<file path="config.mk">
export PLATFORM = sky130hd
export DESIGN_NAME = drp_responder
export DESIGN_NICKNAME = d
export VERILOG_FILES = /design/src/rtl/drp_responder_pkg.sv /design/src/rtl/drp_lock_model.sv /design/src/rtl/drp_responder.sv
export SDC_FILE = /design/constraint.sdc
export NUM_CORES = 1
export LEC_CHECK = 0
export CAP_MARGIN = 20
export CORE_UTILIZATION = 60
export DETAILED_ROUTE_END_ITERATION = 16
export PLACE_DENSITY_LB_ADDON = 0.15
export SYNTH_ARGS = -nofsm -noshare
export SYNTH_HDL_FRONTEND = slang
export SYNTH_SLANG_ARGS = --single-unit
export TNS_END_PERCENT = 5
</file>
<file path="constraint.sdc">
create_clock -name CLK -period 3.2 [get_ports CLK]
set_clock_uncertainty 0.1 [all_clocks]
set_input_delay 0.32 -clock CLK [delete_from_list [all_inputs] [get_ports CLK]]
set_output_delay 0.32 -clock CLK [all_outputs]
set_load 0.01 [all_outputs]
</file>
<file path="src/rtl/drp_responder_pkg.sv">
// Shared widths, FSM encoding and latency helper for the DRP responder.
package drp_responder_pkg;

    localparam int DRP_AW = 5;
    localparam int DRP_DW = 16;
    localparam int LAT_W  = 4;
    localparam int LOCK_W = 16;

    typedef enum logic [1:0] {
        IDLE = 2'd0,
        WAIT = 2'd1,
        RESP = 2'd2
    } drp_state_e;

    // Counter preload so that DRDY lands exactly LAT cycles after the accepted DEN.
    function automatic logic [LAT_W-1:0] lat_load(input logic we,
                                                  input int unsigned rd_lat,
                                                  input int unsigned wr_lat);
        logic [LAT_W-1:0] val;
        if (we) begin
            val = LAT_W'(wr_lat - 32'd1);
        end else begin
            val = LAT_W'(rd_lat - 32'd1);
        end
        return val;
    endfunction

endpackage

</file>
<file path="src/rtl/drp_lock_model.sv">
// PLL lock model: LOCKED rises once RST_PLL has been low for LOCK_CYC edges.
module drp_lock_model
    import drp_responder_pkg::*;
#(
    parameter int unsigned LOCK_CYC = 64
) (
    input  logic clk_i,
    input  logic rst_n_i,
    input  logic rst_pll_i,
    output logic locked_o
);

    localparam logic [LOCK_W-1:0] LOCK_TGT = LOCK_W'(LOCK_CYC);

    logic [LOCK_W-1:0] cnt_q;
    logic [LOCK_W-1:0] cnt_d;
    logic              locked_q;

    // Next count: cleared by RST_PLL, otherwise counts up and saturates at the target.
    always_comb begin
        cnt_d = cnt_q;
        if (rst_pll_i) begin
            cnt_d = {LOCK_W{1'b0}};
        end else if (cnt_q < LOCK_TGT) begin
            cnt_d = cnt_q + 16'd1;
        end else begin
            cnt_d = cnt_q;
        end
    end

    // Count and registered lock flag.
    always_ff @(posedge clk_i or negedge rst_n_i) begin
        if (!rst_n_i) begin
            cnt_q    <= {LOCK_W{1'b0}};
            locked_q <= 1'b0;
        end else begin
            cnt_q    <= cnt_d;
            locked_q <= (cnt_d == LOCK_TGT);
        end
    end

    assign locked_o = locked_q;

endmodule

</file>
<file path="src/rtl/drp_responder.sv">
// DRP slave standing in for PLL_ADV: 32x16 register bank, programmable
// access latency, protocol-error flag and a PLL lock model.
module drp_responder
    import drp_responder_pkg::*;
#(
    parameter int unsigned RD_LAT   = 4,
    parameter int unsigned WR_LAT   = 4,
    parameter int unsigned LOCK_CYC = 64
) (
    input  logic              CLK,
    input  logic              RSTX,
    input  logic              DEN,
    input  logic              DWE,
    input  logic [DRP_AW-1:0] DADDR,
    input  logic [DRP_DW-1:0] DI,
    output logic [DRP_DW-1:0] DO,
    output logic              DRDY,
    input  logic              RST_PLL,
    output logic              LOCKED,
    output logic              BUSY,
    output logic              PROTO_ERR
);

    localparam int NREG = 32;

    drp_state_e        state_q, state_d;
    logic [LAT_W-1:0]  lat_q, lat_d, lat_ld;
    logic              we_q, we_d;
    logic [DRP_AW-1:0] addr_q, addr_d;
    logic [DRP_DW-1:0] wdata_q, wdata_d;
    logic [DRP_DW-1:0] mem_q [NREG];
    logic              drdy_q, drdy_d;
    logic              busy_q, busy_d;
    logic              perr_q, perr_d;
    logic [DRP_DW-1:0] do_q, do_d;

    assign lat_ld = lat_load(DWE, RD_LAT, WR_LAT);

    // Transaction FSM; outputs are precomputed from the next state so they come straight off flops.
    always_comb begin
        state_d = state_q;
        lat_d   = lat_q;
        we_d    = we_q;
        addr_d  = addr_q;
        wdata_d = wdata_q;
        perr_d  = perr_q;
        case (state_q)
            IDLE: begin
                if (DEN) begin
                    we_d    = DWE;
                    addr_d  = DADDR;
                    wdata_d = DI;
                    lat_d   = lat_ld;
                    if (lat_ld == 4'd0) begin
                        state_d = RESP;
                    end else begin
                        state_d = WAIT;
                    end
                end else begin
                    state_d = IDLE;
                end
            end
            WAIT: begin
                if (DEN) begin
                    perr_d = 1'b1;
                end else begin
                    perr_d = perr_q;
                end
                lat_d = lat_q - 4'd1;
                if (lat_q == 4'd1) begin
                    state_d = RESP;
                end else begin
                    state_d = WAIT;
                end
            end
            RESP: begin
                if (DEN) begin
                    perr_d = 1'b1;
                end else begin
                    perr_d = perr_q;
                end
                state_d = IDLE;
            end
            default: begin
                state_d = IDLE;
            end
        endcase

        drdy_d = (state_d == RESP);
        busy_d = (state_d == WAIT);
        // No write can retire on the edge a read enters RESP, so the bank is current here.
        if ((state_d == RESP) && !we_d) begin
            do_d = mem_q[addr_d];
        end else begin
            do_d = {DRP_DW{1'b0}};
        end
    end

    // FSM state, captured request and registered outputs.
    always_ff @(posedge CLK or negedge RSTX) begin
        if (!RSTX) begin
            state_q <= IDLE;
            lat_q   <= {LAT_W{1'b0}};
            we_q    <= 1'b0;
            addr_q  <= {DRP_AW{1'b0}};
            wdata_q <= {DRP_DW{1'b0}};
            drdy_q  <= 1'b0;
            busy_q  <= 1'b0;
            perr_q  <= 1'b0;
            do_q    <= {DRP_DW{1'b0}};
        end else begin
            state_q <= state_d;
            lat_q   <= lat_d;
            we_q    <= we_d;
            addr_q  <= addr_d;
            wdata_q <= wdata_d;
            drdy_q  <= drdy_d;
            busy_q  <= busy_d;
            perr_q  <= perr_d;
            do_q    <= do_d;
        end
    end

    // Register bank; a write retires at the end of its RESP cycle.
    always_ff @(posedge CLK or negedge RSTX) begin
        if (!RSTX) begin
            for (int i = 0; i < NREG; i++) begin
                mem_q[i] <= {DRP_DW{1'b0}};
            end
        end else if ((state_q == RESP) && we_q) begin
            mem_q[addr_q] <= wdata_q;
        end
    end

    drp_lock_model #(
        .LOCK_CYC(LOCK_CYC)
    ) u_lock (
        .clk_i    (CLK),
        .rst_n_i  (RSTX),
        .rst_pll_i(RST_PLL),
        .locked_o (LOCKED)
    );

    assign DO        = do_q;
    assign DRDY      = drdy_q;
    assign BUSY      = busy_q;
    assign PROTO_ERR = perr_q;

endmodule

</file>
# Word level (Yosys, flattened, before mapping)
# Cells that the tools add are included.
# op_classes
n_bitwise	2
eq_ne	7
magnitude_cmp	4
muxes	18
addsub	2
n_reduce_logical	10
# op_table
op	count
bitwise mux 512 bit	1
two-way mux 16 bit	6
binary-select mux 16 bit (select 5 bit)	1
demux 16 bit (select 5 bit)	1
adder 16 x 1 -> 16 bit, second input constant	1
== test 16 x 7 -> 1 bit, second input constant	1
< comparator 16 x 7 -> 1 bit, second input constant	1
>= comparator 6 bit, second input constant	2
NOT 5 -> 6 bit	2
two-way mux 5 bit	2
one-hot mux 4 bit (2 select lines)	1
< comparator 6 x 1 -> 1 bit, second input constant	1
AND reduction 2 bit	3
== test 2 x 1 -> 1 bit, second input constant	2
== test 2 bit, second input constant	2
== test 4 x 1 -> 1 bit, second input constant	1
two-way mux 4 bit	1
one-hot mux 2 bit (2 select lines)	1
subtractor 4 x 1 -> 4 bit, second input constant	1
logical AND 1 bit	3
two-way mux 1 bit	3
logical NOT 2 bit	1
two-way mux 2 bit	1
inequality test 2 bit, second input constant	1
3 further kinds	3
# totals
out_inout_bits	20
wordCells	86
input_bits	26
ff_bits	576

# Longest topological paths before layout
# Gate-level depths: netlist of the first run.
# logic_depth
depth_word	7
ltp_mapped	12

# Hierarchy
# Synthesis of the first run repeated with hierarchy kept, for this count alone.
# unflattened
cells_unflattened	2071
hier_area_um2	26519.2
# by_module_without_submodules
mod	cells_per_inst	area_each_um2	seq_area_each_um2	n_inst
drp_responder	2006	25756.0	13988.4	1
drp_lock_model	65	763.2	425.4	1

# Worst setup path before layout of the first run
# OpenSTA, ideal clock, no wires.
# synth_timing
path_type	flip-flop to flip-flop
from	register state_q[0]
to	register do_q[0], in the netlist DO[0]
path_buffers	2
setup_time_ns	0.138
t_arrival_ns	2.046
path_slack_ns	0.915
stages_incl_launch_ff	10
path_cell_list	dfrtp_1 inv_1 ha_1 and2_1 buf_2 o31ai_1 clkbuf_1 a31oi_1 a211oi_1 o22ai_1
# synth_via
elab_chain_cells	7
elab_cells_between_ends	13
classes_between	2 x eq/ne; 7 x mux; 1 x bitwise; 3 x reduce/logical
# synth_rtl
element	line	source
from (decl)	drp_responder.sv:26	drp_state_e state_q, state_d;
from (signal assigned)	drp_responder.sv:112	state_q <= state_d;
logical NOT 2 bit	drp_responder.sv:47	case (state_q)
two-way mux 5 bit	drp_responder.sv:47	
NOT 5 -> 6 bit (not written as such)	drp_responder.sv:93	do_d = mem_q[addr_d];
binary-select mux 16 bit (select 5 bit)	drp_responder.sv:93	
two-way mux 16 bit (not written as such) (2 in a row)	drp_responder.sv:93	
two-way mux 16 bit (*)	drp_responder.sv:92	if ((state_d == RESP) && !we_d) begin
named net do_d[0]	drp_responder.sv:35	logic [DRP_DW-1:0] do_q, do_d;
to (signal assigned)	drp_responder.sv:110	do_q <= {DRP_DW{1'b0}};
to (signal assigned)	drp_responder.sv:120	do_q <= do_d;
to (decl)	drp_responder.sv:35	
# The timed path passes the listed nets; every way through them passes the cells marked *. The select of a mux whose other input is x is not followed.
# A chain may end at the register's enable or synchronous reset.

# Worst setup path after layout of the first run
# Ends and elaborated chain as after synthesis.

==> results of run 1 <==
==> worst paths after layout <==
path,cells after the start,endpoint,startpoint
worst min register to register,1,PROTO_ERR,PROTO_ERR
worst max-delay path,12,DO[0],state_q[0]
max in group asynchronous,4,mem_q[497],RSTX
min in group asynchronous,2,mem_q[96],RSTX
worst min-delay path,3,wdata_q[13],DI[13]
worst max register to register,12,DO[0],state_q[0]
==> per-layer routing <==
metal	part of all wire [%]	up-vias	wire length (um)	global-route usage, %
li1	-	7718	-	-
met1	42	9361	30100	45.4
met2	47	711	34300	52.8
met3	7.1	182	5140	6.11
met4	3.9	0	2820	14.1
met5	0	-	0	0
==> power by group <==
part           switching (uW)  internal, uW  total [uW]  leakage [uW]
logic                    4810          3200        8010       0.00545
clock network            2830          4020        6850      0.000934
registers                1190          7980        9170       0.00798
total                    8840         15200       24000        0.0144
==> area by class of cell <==
class | count | area [sq um] | area share [%]
Clock inverter | 13 | 191 | 0.635
Tap cell | 585 | 732 | 2.43
Timing Repair Buffer | 183 | 1940 | 6.43
Inverter | 19 | 80.1 | 0.266
Antenna cell | 2 | 5.00 | 0.0166
Sequential cell | 576 | 14400 | 47.8
Clock buffer | 89 | 1730 | 5.74
Multi-Input combinational cell | 1310 | 11000 | 36.7
==> critical path, stage by stage, from the launching register on <==
cell and delay (ps):
sky130_fd_sc_hd__dfrtp_1 380, sky130_fd_sc_hd__inv_1 90, sky130_fd_sc_hd__ha_1 160, sky130_fd_sc_hd__buf_4 200, sky130_fd_sc_hd__nand2_1 100, sky130_fd_sc_hd__buf_4 180, sky130_fd_sc_hd__a21boi_4 200, sky130_fd_sc_hd__clkinv_2 110
sky130_fd_sc_hd__buf_4 280, sky130_fd_sc_hd__a21oi_1 210, sky130_fd_sc_hd__a221oi_1 110, sky130_fd_sc_hd__a211oi_1 530, sky130_fd_sc_hd__o22ai_1 180
==> synth_stat cells, drive strengths merged (5+ instances only) <==
library cell / n
clkbuf: 94
nor4: 5
a22oi: 14
nand3: 12
nor2: 37
o22ai: 15
a21oi: 78
a221oi: 56
o21ai: 25
mux2: 512
dfrtp: 576
mux2i: 106
or3: 5
a211oi: 48
nor2b: 11
ha: 6
buf: 87
a31oi: 39
inv: 18
nor3: 11
o221ai: 33
nand2b: 7
and3: 23
nand2: 220
==> state kept, by name, summed over array words and instances, names as in the netlist <==
signal,count
u_lock.locked_o,1
we_q,1
lat_q,4
wdata_q,16
state_q,2
BUSY,1
DO,16
u_lock.cnt_q,16
addr_q,5
mem_q,512
PROTO_ERR,1
DRDY,1
==> metrics by stage <==
stage	power [uW]	utilization, %	cell area (sq um)	worst slack (ps)
after floorplan	13600	-	26300	915
after detailed placement	17000	65.1	28100	88.1
final	24000	69.8	30100	169
after global placement	16800	65.1	28100	108
after CTS	23800	69.5	30000	223
after global routing	25000	69.8	30100	126
==> kinds of logic after synthesis <==
family                     synth area share [%]
AOI/OAI and AO/OA                          8.74
xor gates and xnor gates                  0.200
adders and majority gates                 0.285
buffers and inverters                      3.61
DFF                                        54.8
muxes                                      26.2
and+or+nand+nor                            6.18
==> flow_results.org, run 1 <==
** Power
- Peak supply drop :: 0.651 mV
- PwrDens :: 798 mW/mm^2
- In this run the static leakage power is 0.0144 uW.

** Clock tree
- Clock transition at the register clock pins on the worst setup and hold paths after CTS :: 60 ps
- For the worst-skew pair, the clock arrives at the later sink with an insertion delay of 630 ps.
- Maximum buffer depth of the clock tree :: 3
- Cells resized by post-CTS repair :: 0
- Clock sinks :: 576
- Buffers inserted during clock tree synthesis total 58.
- Buffers inserted to repair hold after CTS numbered 1.
- CTS tree :: built
- CTS built an H-tree with a depth of 2.
- CTS placed an instance of sky130_fd_sc_hd__clkbuf_16 at the clock tree root.
- Total setup buffers inserted after CTS :: 0

** Drt
- Summing over every cut layer, the via total after detailed routing is 17,972.
- Once detail routing completed, the nets flagged for antenna violations numbered 0.
- Length of the first detailed-routing pass in iterations :: 5
- In the routed design, unresolved DRC markers number 0.
- Wirelength per Cell :: 26.1 um
- Total Routed Length :: 72.4 mm
- DRC marker count from the first detailed-route iteration :: 1,628
- Number of vias per cell after detailed routing :: 6.47

** Cells and area
- Relative to the synthesized area, the layout overhead comes to 14.5%.
- Filler cell count in the final layout :: 3,091
- Cells with a size suffix above 1 make up 35.3% of the layout.
- Layout Cells excl Fill :: 2,777
- Most common cell after layout, fill and taps aside :: sky130_fd_sc_hd__dfrtp_1
- Most frequent cells in the layout :: sky130_fd_sc_hd__dfrtp_1, sky130_fd_sc_hd__mux2_2, sky130_fd_sc_hd__nand2_1
- Final net count :: 2,180

** Timing
- Final Max Tran Viols :: 0
- RSZ-0062 raised after global routing :: false
- The worst pin sits at a relative slew slack of 21.2%.
- Setup Viol. Count Final :: 0
- Worst hold slack after final layout :: 116 ps
- Based on the critical path, the design can be clocked at up to 0.330 GHz.
- Minimum period implied by the final worst setup slack :: 3030 ps
- Transition at the pin with the smallest max-transition slack :: 1180 ps
- Summed over all failing endpoints, the final setup total negative slack is 0 ps.
- Fin crit share :: 94.7%
- The number of hold violations in the final report is 0.

** GRT
- Overall global routing resource usage :: 33.4%
- Via count of the first global-routing pass :: 18,332
- The initial antenna violation count is 1.
- Entering global routing, the biggest net connects 94 pins.
- Global-route wire length before repair :: 111 mm
- For this run the aggregate overflow at the end of global routing stands at 0.

** Synth
- By area the synthesized netlist is led by sky130_fd_sc_hd__dfrtp_1, sky130_fd_sc_hd__mux2_2, sky130_fd_sc_hd__mux2i_1.
- For this run, the leading register cell type out of synthesis is sky130_fd_sc_hd__dfrtp_1.
- Unique cell type count in the Yosys netlist :: 67
- Netlist Area Pre-Place :: 0.0263 sq mm
- Async S/R FF share, synth :: 100%
- Sequential cells were found to cover 54.8% of the synthesized design area.
- Number of synthesized flops with an enable pin :: 0
- Of all cell types, the one taking the most synthesized area is sky130_fd_sc_hd__dfrtp_1.
- After synthesis the netlist holds a flip-flop and latch count of 576.
- The synthesized design devotes to its leading area cell type 54.8% of total area.
- Averaged over all synthesized cells, the footprint is 12.6 sq um.
- The number of nets in the synthesized netlist is 2,118.
- For this run, the number of Yosys warnings is 0.
- Post-Synthesis Cells :: 2,086

** Worst hold path
- Worst min-delay path class :: input pin to register

** Worst setup path
- STA puts the critical path data arrival time at 3400 ps.
- Maximum net fanout on the critical path :: 34
- The worst setup path is launched from a register.
- STA puts the critical path data required time at 3560 ps.
- Register-to-Register Setup Slack :: 170 ps
- Worst setup path category :: register to register
- Element type at the critical path end :: register

** Placed design
- Routability-driven placement finished with a final weighted congestion of 0.885.
- Cell count after placement :: 2,668
- HPWL Detailed :: 44.1 mm
- The count of buffers added on input and output ports is 45.

** Floorplanning
- The initial utilization of the core area, before any placement, comes to 61.0%.
- 46 I/O pins were placed.
- Placeable Area :: 0.0432 sq mm
- Floorplan die area :: 0.0447 sq mm
- After floorplanning, the core was divided into 76 placement rows.
- In this run the vertical extent of the chip is 211 um.
- Width of the die :: 211 um

** Run status
- Run status :: finished clean

** Run
- Max-capacitance violation count :: 0
(Power assumes the default switching activity.)
==> run 2: changes to the inputs <==
Settings changed: CORE_UTILIZATION 60 to 57.
Clock period 3.2 ns to 2.5 ns, I/O delays scaled along.
==> run 2 against run 1 <==
  * The run now ends with negative setup slack left
  * Critical path depth decreased by 1
  * Register-to-register slack worse by 300 ps
  * Core utilization up 0.30 points
  * Sequential share of layout area shrank 2.6 points
  * Clock power rose by 31%
  * First-iteration DRC count down 13%
  * Non-clock buffer count up 116
  * Count of clock-buffer cells in the layout decreased by 2
  * Power rose by 40%
  * Critical path type unchanged
  * Cell count increased by 4.9%
==> flow_results.org, run 2 (same netlist as run 1, synthesis figures left out) <==
** Power
- Peak supply drop :: 0.730 mV (+12%)
- The static leakage came to 0.0152 uW (+5.6%).
- PwrDens :: 1050 mW/mm^2 (+32%)

** Floorplanning
- The horizontal die dimension was 217 um (+2.6%).
- Placeable Area :: 0.0455 sq mm (+5.3%)
- Floorplan die area :: 0.0470 sq mm (+5.2%)
- Height of the die :: 217 um (+2.6%)
- Initial Util :: 57.9% (-3.1 points)
- Num rows :: 78 (+2.6%)
- Count of pins on the block boundary :: 46 (unchanged)

** GRT
- Global-route wire length before repair :: 119 mm (+6.7%)
- The initial antenna violation count came to 0 (-1).
- The pin count of the biggest net entering global routing came to 84 (-11%).
- The leftover overflow at the end of global routing is 0 (unchanged).
- Via count of the first global-routing pass :: 19,028 (+3.8%)
- Met2 Usage GRT :: 53.9% (+1.0 points)
- Met3 track demand over resource in global routing :: 5.80% (-0.31 points)
- The overall fraction of global-route tracks in use was 33.8% (+0.48 points).
- Grt peak-use layer :: met2
- GR met1 Demand/Resource :: 44.8% (-0.57 points)

** Timing
- Setup WS post-layout :: -135 ps (-304 ps)
- The top achievable clock speed was 0.379 GHz (+15%).
- The max-slew violation count came to 0 (unchanged).
- Setup Viol. Count Final :: 15 (+15)
- Minimum period implied by the final worst setup slack :: 2640 ps (-396 ps)
- Setup repair after global routing could not meet its margin everywhere.
- The number of hold violations in the final report was 0 (unchanged).
- Headroom to the max-slew limit :: 23.3% (+2.0 points)
- The total negative setup slack came to -657 ps (-657 ps).
- The transition time at the pin with the least slew margin is 1150 ps (-30.4 ps).
- Fin crit share :: 105% (+11 points)

** Cells and area
- The top cell types in the final layout, fill and taps aside, are sky130_fd_sc_hd__dfrtp_1, sky130_fd_sc_hd__mux2_2, sky130_fd_sc_hd__nand2_1.
- P&R area growth vs syn :: 21.2%
- The number of flip-flops in the largest register came to 512 (unchanged).
- Share of post-route cells with drive strength above 1 :: 41.5% (+6.2 points)
- Final net count :: 2,297 (+5.4%)
- Register containing the most flip-flops in the final layout :: mem_q
- Leaving out fill and tap cells, the most frequent cell in the layout is sky130_fd_sc_hd__dfrtp_1.
- Finished Core Util :: 70.1% (+0.30 points)
- The total of fill cells in the finished design came to 3,214 (+4.0%).

** Placed design
- The pre-CTS setup slack is -639 ps (-727 ps).
- HPWL Detailed :: 49.5 mm (+12%)
- The number of buffers added on ports came to 45 (unchanged).
- Weighted congestion at the end of routability-driven global placement :: 0.914 (+3.2%)

** Worst hold path
- The cell count of the worst hold path is 3 (unchanged).
- The tightest min-delay check is of the input pin to register type.

** Drt
- Total Routed Length :: 77.6 mm (+7.3%)
- The starting DRC count in detailed routing came to 1,424 (-13%).
- Number of vias per cell after detailed routing :: 6.35 (-1.8%)
- DR vias :: 18,499 (+2.9%)
- The detailed-route DRC error count is 0 (unchanged).
- Post-route antenna net violation count :: 0 (unchanged)
- Length of the first detailed-routing pass in iterations :: 5 (unchanged)
- Wirelength per Cell :: 26.7 um (+2.3%)

** Worst setup path
- R2r worst-path depth :: 11 (-1)
- The worst endpoint data arrival time came to 3010 ps (-390 ps).
- Maximum net fanout on the critical path :: 8 (-76%)
- Worst setup path category :: register to register
- The worst setup path is captured at a register.
- The required time of the critical path is 2870 ps (-690 ps).
- Worst Setup Start Kind :: register

** Clock tree
- CTS tree :: built
- The clock buffer count from CTS is 58 (unchanged).
- The clock latency on the worst-skew pair was 630 ps (about the same).
- Buffer type at the clock tree root :: sky130_fd_sc_hd__clkbuf_16
- The number of buffers between clock root and the deepest sink came to 3 (unchanged).
- Clock transition at the register clock pins on the worst setup and hold paths after CTS :: 60 ps (about the same)
- The clock sink count came to 576 (unchanged).
- CTS H-tree lvls :: 2 (unchanged)

** Run
- Max-capacitance violation count :: 0 (unchanged)

** Run status
- The final reports fail on negative setup slack.
- The flow ran to the end, but the final reports show violations.
[run 2: cell count changes in the layout (fill, tap and decap cells not counted), sizes merged]
cell,before,now
buf,138,253
bufbuf,0,1
bufinv,4,6
clkbuf,89,87
clkinv,5,12
clkinvlp,3,2
diode,2,1
inv,20,19
[run 2: timing repair]
action / in CTS / in global routing
pin swaps: 11 / 10
gates cloned: 2 / 0
setup endpoints to repair: 16 / 50
hold buffers: 1 / 0
endpoints found under the hold margin: 268 / 0
buffers inserted: 12 / 2
gates resized for setup: 59 / 30
[run 2: final cells by class]
class,count,area (sq um),share of cell area (%)
Sequential cell,576,14400,45.2
Clock buffer,87,1700,5.33
Tap cell,600,751,2.35
Clock inverter,19,269,0.844
Inverter,19,85.1,0.267
Multi-Input combinational cell,1310,11500,35.9
Timing Repair inverter,1,11.3,0.0353
Antenna cell,1,2.50,0.00785
Timing Repair Buffer,299,3200,10.0
[run 2: final timing paths]
kind                       startpoint          to  slack [ps]
setup / recovery           state_q[0]       DO[5]        -140
hold / removal                  DI[4]  wdata_q[4]          60
setup reg to reg           state_q[0]       DO[5]        -140
hold reg to reg             PROTO_ERR   PROTO_ERR         370
max in group asynchronous        RSTX   mem_q[27]        1330
min in group asynchronous        RSTX  mem_q[336]         100
[run 2: critical path: stages, from the launching register on]
cell,delay (ps)
sky130_fd_sc_hd__dfrtp_1,370
sky130_fd_sc_hd__inv_2,60
sky130_fd_sc_hd__ha_4,190
sky130_fd_sc_hd__a21bo_4,220
sky130_fd_sc_hd__and2_4,220
sky130_fd_sc_hd__inv_12,150
sky130_fd_sc_hd__buf_12,160
sky130_fd_sc_hd__buf_8,140
sky130_fd_sc_hd__mux2i_4,230
sky130_fd_sc_hd__a221oi_2,80
sky130_fd_sc_hd__a211oi_2,430
sky130_fd_sc_hd__o22ai_1,130
[run 2: power breakdown]
| group | total [uW] | switching (uW) | internal [uW] |
|---|---|---|---|
| combinational | 13500 | 7820 | 5720 |
| sequential | 11100 | 883 | 10200 |
| clock | 8960 | 3660 | 5300 |
[run 2: per-layer routing]
metal / wire [um] / share of wire (%)
met5: 0 / 0
met4: 3990 / 5.1
met3: 4730 / 6.1
met2: 37100 / 48
met1: 31800 / 41
[run 2: per-stage QoR]
step | power, uW | instances | hold slack (ps) | cell area, sq um
after floorplan | 17400 | 2086 | -146 | 26300
after global routing | 34800 | 2911 | 80.1 | 31900
after detailed placement | 23100 | 2781 | 148 | 29100
final | 33600 | 2912 | 62.3 | 31900
after CTS | 32900 | 2902 | 44.2 | 31500
after global placement | 22800 | 2780 | 146 | 29100
==> run 3: changes to the inputs <==
Settings changed: CORE_UTILIZATION 57 to 60, PLACE_DENSITY set to 0.77, PLACE_DENSITY_LB_ADDON 0.15 to not set.
Clock period 2.5 ns to 3.2 ns, I/O delays scaled along.
==> run 3 against run 2 <==
  * The flow now finishes without violations
  * Sequential share of layout area grew 2.5 points
  * Cell count down 5.1%
  * Critical path type unchanged
  * Routed wire length fell by 4.0%
  * Cell area down 5.3%
  * Critical path depth did not move
==> flow_results.org, run 3 (same netlist as run 1, synthesis figures left out) <==
** Drt
- The total number of vias is 18,203 (-1.6%).
- DRC errors left :: 0 (unchanged)
- The final wirelength was 74.5 mm (-4.0%).
- The number of detailed-routing iterations run before antenna repair came to 7 (+2).
- DRC marker count from the first detailed-route iteration :: 1,844 (+29%)
- The remaining number of nets flagged by the antenna check after routing was 0 (unchanged).
- Wirelength per Cell :: 27.0 um (+1.1%)
- The per-cell via count in the routed design came to 6.59 (+3.7%).

** Cells and area
- Final net count :: 2,166 (-5.7%)
- Register containing the most flip-flops in the final layout :: mem_q
- The total of fill cells in the finished design came to 3,002 (-6.6%).
- Share of post-route cells with drive strength above 1 :: 35.6% (-5.9 points)
- Most common cell after layout, fill and taps aside :: sky130_fd_sc_hd__dfrtp_1
- In the layout the commonest cells are sky130_fd_sc_hd__dfrtp_1, sky130_fd_sc_hd__mux2_2, sky130_fd_sc_hd__nand2_1.
- Fin area :: 0.0302 sq mm (-5.3%)
- The antenna diode instance count was 0 (-1).
- Flip-flop count of the largest register after layout :: 512 (unchanged)
- Relative to the synthesized area, the layout overhead comes to 14.7%.
- The count of non-filler cells in the finished layout is 2,764 (-5.1%).
- Finished Core Util :: 69.9% (-0.17 points)

** Worst setup path
- The worst setup path is captured at a register.
- Required time worst endpoint :: 3560 ps (+690 ps)
- The worst setup path is of the register to register kind.
- The maximum fanout along the worst path came to 9 (+1).
- The worst setup path is launched from a register.
- Arrival time at the worst endpoint :: 3530 ps (+520 ps)

** GRT
- The first-pass GRT wire length came to 115 mm (-3.3%).
- Total grt overflow :: 0 (unchanged)
- Overall global routing resource usage :: 34.4% (+0.58 points)
- Initial antenna violation count :: 0 (unchanged)
- Pin count of the biggest net entering global routing :: 87 (+3.6%)
- The number of global-route vias before repair came to 18,893 (-0.71%).

** Floorplanning
- Floorplan die area :: 0.0447 sq mm (-5.0%)
- The horizontal die dimension came to 211 um (-2.5%).
- Height of the die :: 211 um (-2.5%)
- The area of the core came to 0.0432 sq mm (-5.1%).
- Count of pins on the block boundary :: 46 (unchanged)
- The initial cell density of the core is 61.0% (+3.1 points).
- The row count came to 76 (-2.6%).

** Timing
- The total setup violations reported at the end of the flow was 0 (-15).
- The post-route clock period utilization was 98.9% (-6.5 points).
- Headroom to the max-slew limit :: 27.4% (+4.2 points)
- The minimum period implied by the final worst setup slack came to 3170 ps (+530 ps).
- Final Max Tran Viols :: 0 (unchanged)
- Setup WS post-layout :: 34.2 ps (+170 ps)
- Maximum achievable frequency :: 0.316 GHz (-17%)
- Setup repair after global routing could not meet its margin everywhere.
- Transition at the pin with the smallest max-transition slack :: 1090 ps (-62.6 ps)
- Number of endpoints with negative hold slack in the final report :: 0 (unchanged)

** Placed design
- The number of buffers added on ports came to 45 (unchanged).
- Total cell area at the placement stage :: 0.0278 sq mm (-4.5%)
- The total instance count after detailed placement came to 2,645 (-4.9%).
- The total half-perimeter wirelength after legalization and detailed placement came to 44.7 mm (-9.6%).
- The global placement routability congestion is 0.940 (+2.8%).
- Placement-stage worst setup slack :: -311 ps (+328 ps)

** Clock tree
- Buffer type at the clock tree root :: sky130_fd_sc_hd__clkbuf_16
- CTS tree :: built
- Maximum buffer depth of the clock tree :: 3 (unchanged)
- Number of buffers created by CTS :: 58 (unchanged)
- The clock latency on the worst-skew pair is 630 ps (about the same).
- The number of H-tree levels came to 2 (unchanged).
- The clock input transition at the sequential cells of the worst setup and hold paths is 60 ps (about the same).
- The clock sink count is 576 (unchanged).

** Power
- PwrDens :: 814 mW/mm^2 (-23%)
- The static leakage came to 0.0144 uW (-5.2%).
- Peak supply drop :: 0.563 mV (-23%)

** Run status
- The flow ran to the end, and the final reports show no timing, DRC or antenna violations.

** Worst hold path
- In this run the worst hold path is classified as input pin to register.

** Run
- The number of max-cap violations was 0 (unchanged).
==> run 3: timing repair <==
| item | in CTS | in global routing |
|---|---|---|
| resized for setup | 1 | 5 |
| endpoints found under the hold margin | 77 | 0 |
| buffers inserted | 0 | 3 |
| endpoints found under the setup margin | 1 | 6 |
| hold buffers | 1 | 0 |
| pin swaps | 0 | 1 |
==> run 3: cell type report <==
cell class	instances	area [sq um]	area share (%)
Multi-Input combinational cell	1310	11100	36.7
Timing Repair Buffer	169	1840	6.09
Clock buffer	74	1610	5.34
Inverter	19	80.1	0.265
Clock inverter	31	447	1.48
Sequential cell	576	14400	47.7
Tap cell	585	732	2.42
==> run 3: stage by stage <==
stage                     hold slack, ps  setup TNS (ps)  total power [uW]
after global placement               300            -274             16500
after global routing                 123           -53.0             25500
after CTS                           89.6               0             24000
after floorplan                    -75.6               0             13600
final                                113               0             24600
after detailed placement             306            -433             16700
==> run 3: critical path, cell delays in order (launching register included) <==
cell	delay, ps
sky130_fd_sc_hd__dfrtp_1	400
sky130_fd_sc_hd__inv_1	100
sky130_fd_sc_hd__ha_1	350
sky130_fd_sc_hd__and2_2	270
sky130_fd_sc_hd__buf_4	170
sky130_fd_sc_hd__and3_1	170
sky130_fd_sc_hd__a31o_2	300
sky130_fd_sc_hd__buf_4	270
sky130_fd_sc_hd__buf_4	160
sky130_fd_sc_hd__a221oi_1	100
sky130_fd_sc_hd__a211oi_2	440
sky130_fd_sc_hd__o22ai_1	190
==> run 3: per-layer routing <==
metal,vias up,GRT usage [%],wire (um)
met2,840,55.1,35000
met4,0,16.3,3640
met3,229,6.72,6160
li1,7670,-,-
met1,9464,45.4,29700
met5,-,0,0
==> run 3: worst paths after layout <==
kind                       startpoint    endpoint  slack [ps]  cells after the start
max                        state_q[0]       DO[5]          30                     11
min                             DI[7]  wdata_q[7]         110                      3
max reg2reg                state_q[0]       DO[5]          30                     11
min reg2reg                 PROTO_ERR   PROTO_ERR         380                      1
max in group asynchronous        RSTX  wdata_q[5]        1830                      3
min in group asynchronous        RSTX  mem_q[305]         220                      2
==> run 3: report_power, final <==
part | switching, uW | internal, uW | leakage (uW) | total [uW]
registers | 916 | 7990 | 0.00798 | 8900
clock network | 2950 | 4360 | 0.00100 | 7320
logic | 5180 | 3170 | 0.00539 | 8360
total | 9050 | 15500 | 0.0144 | 24600
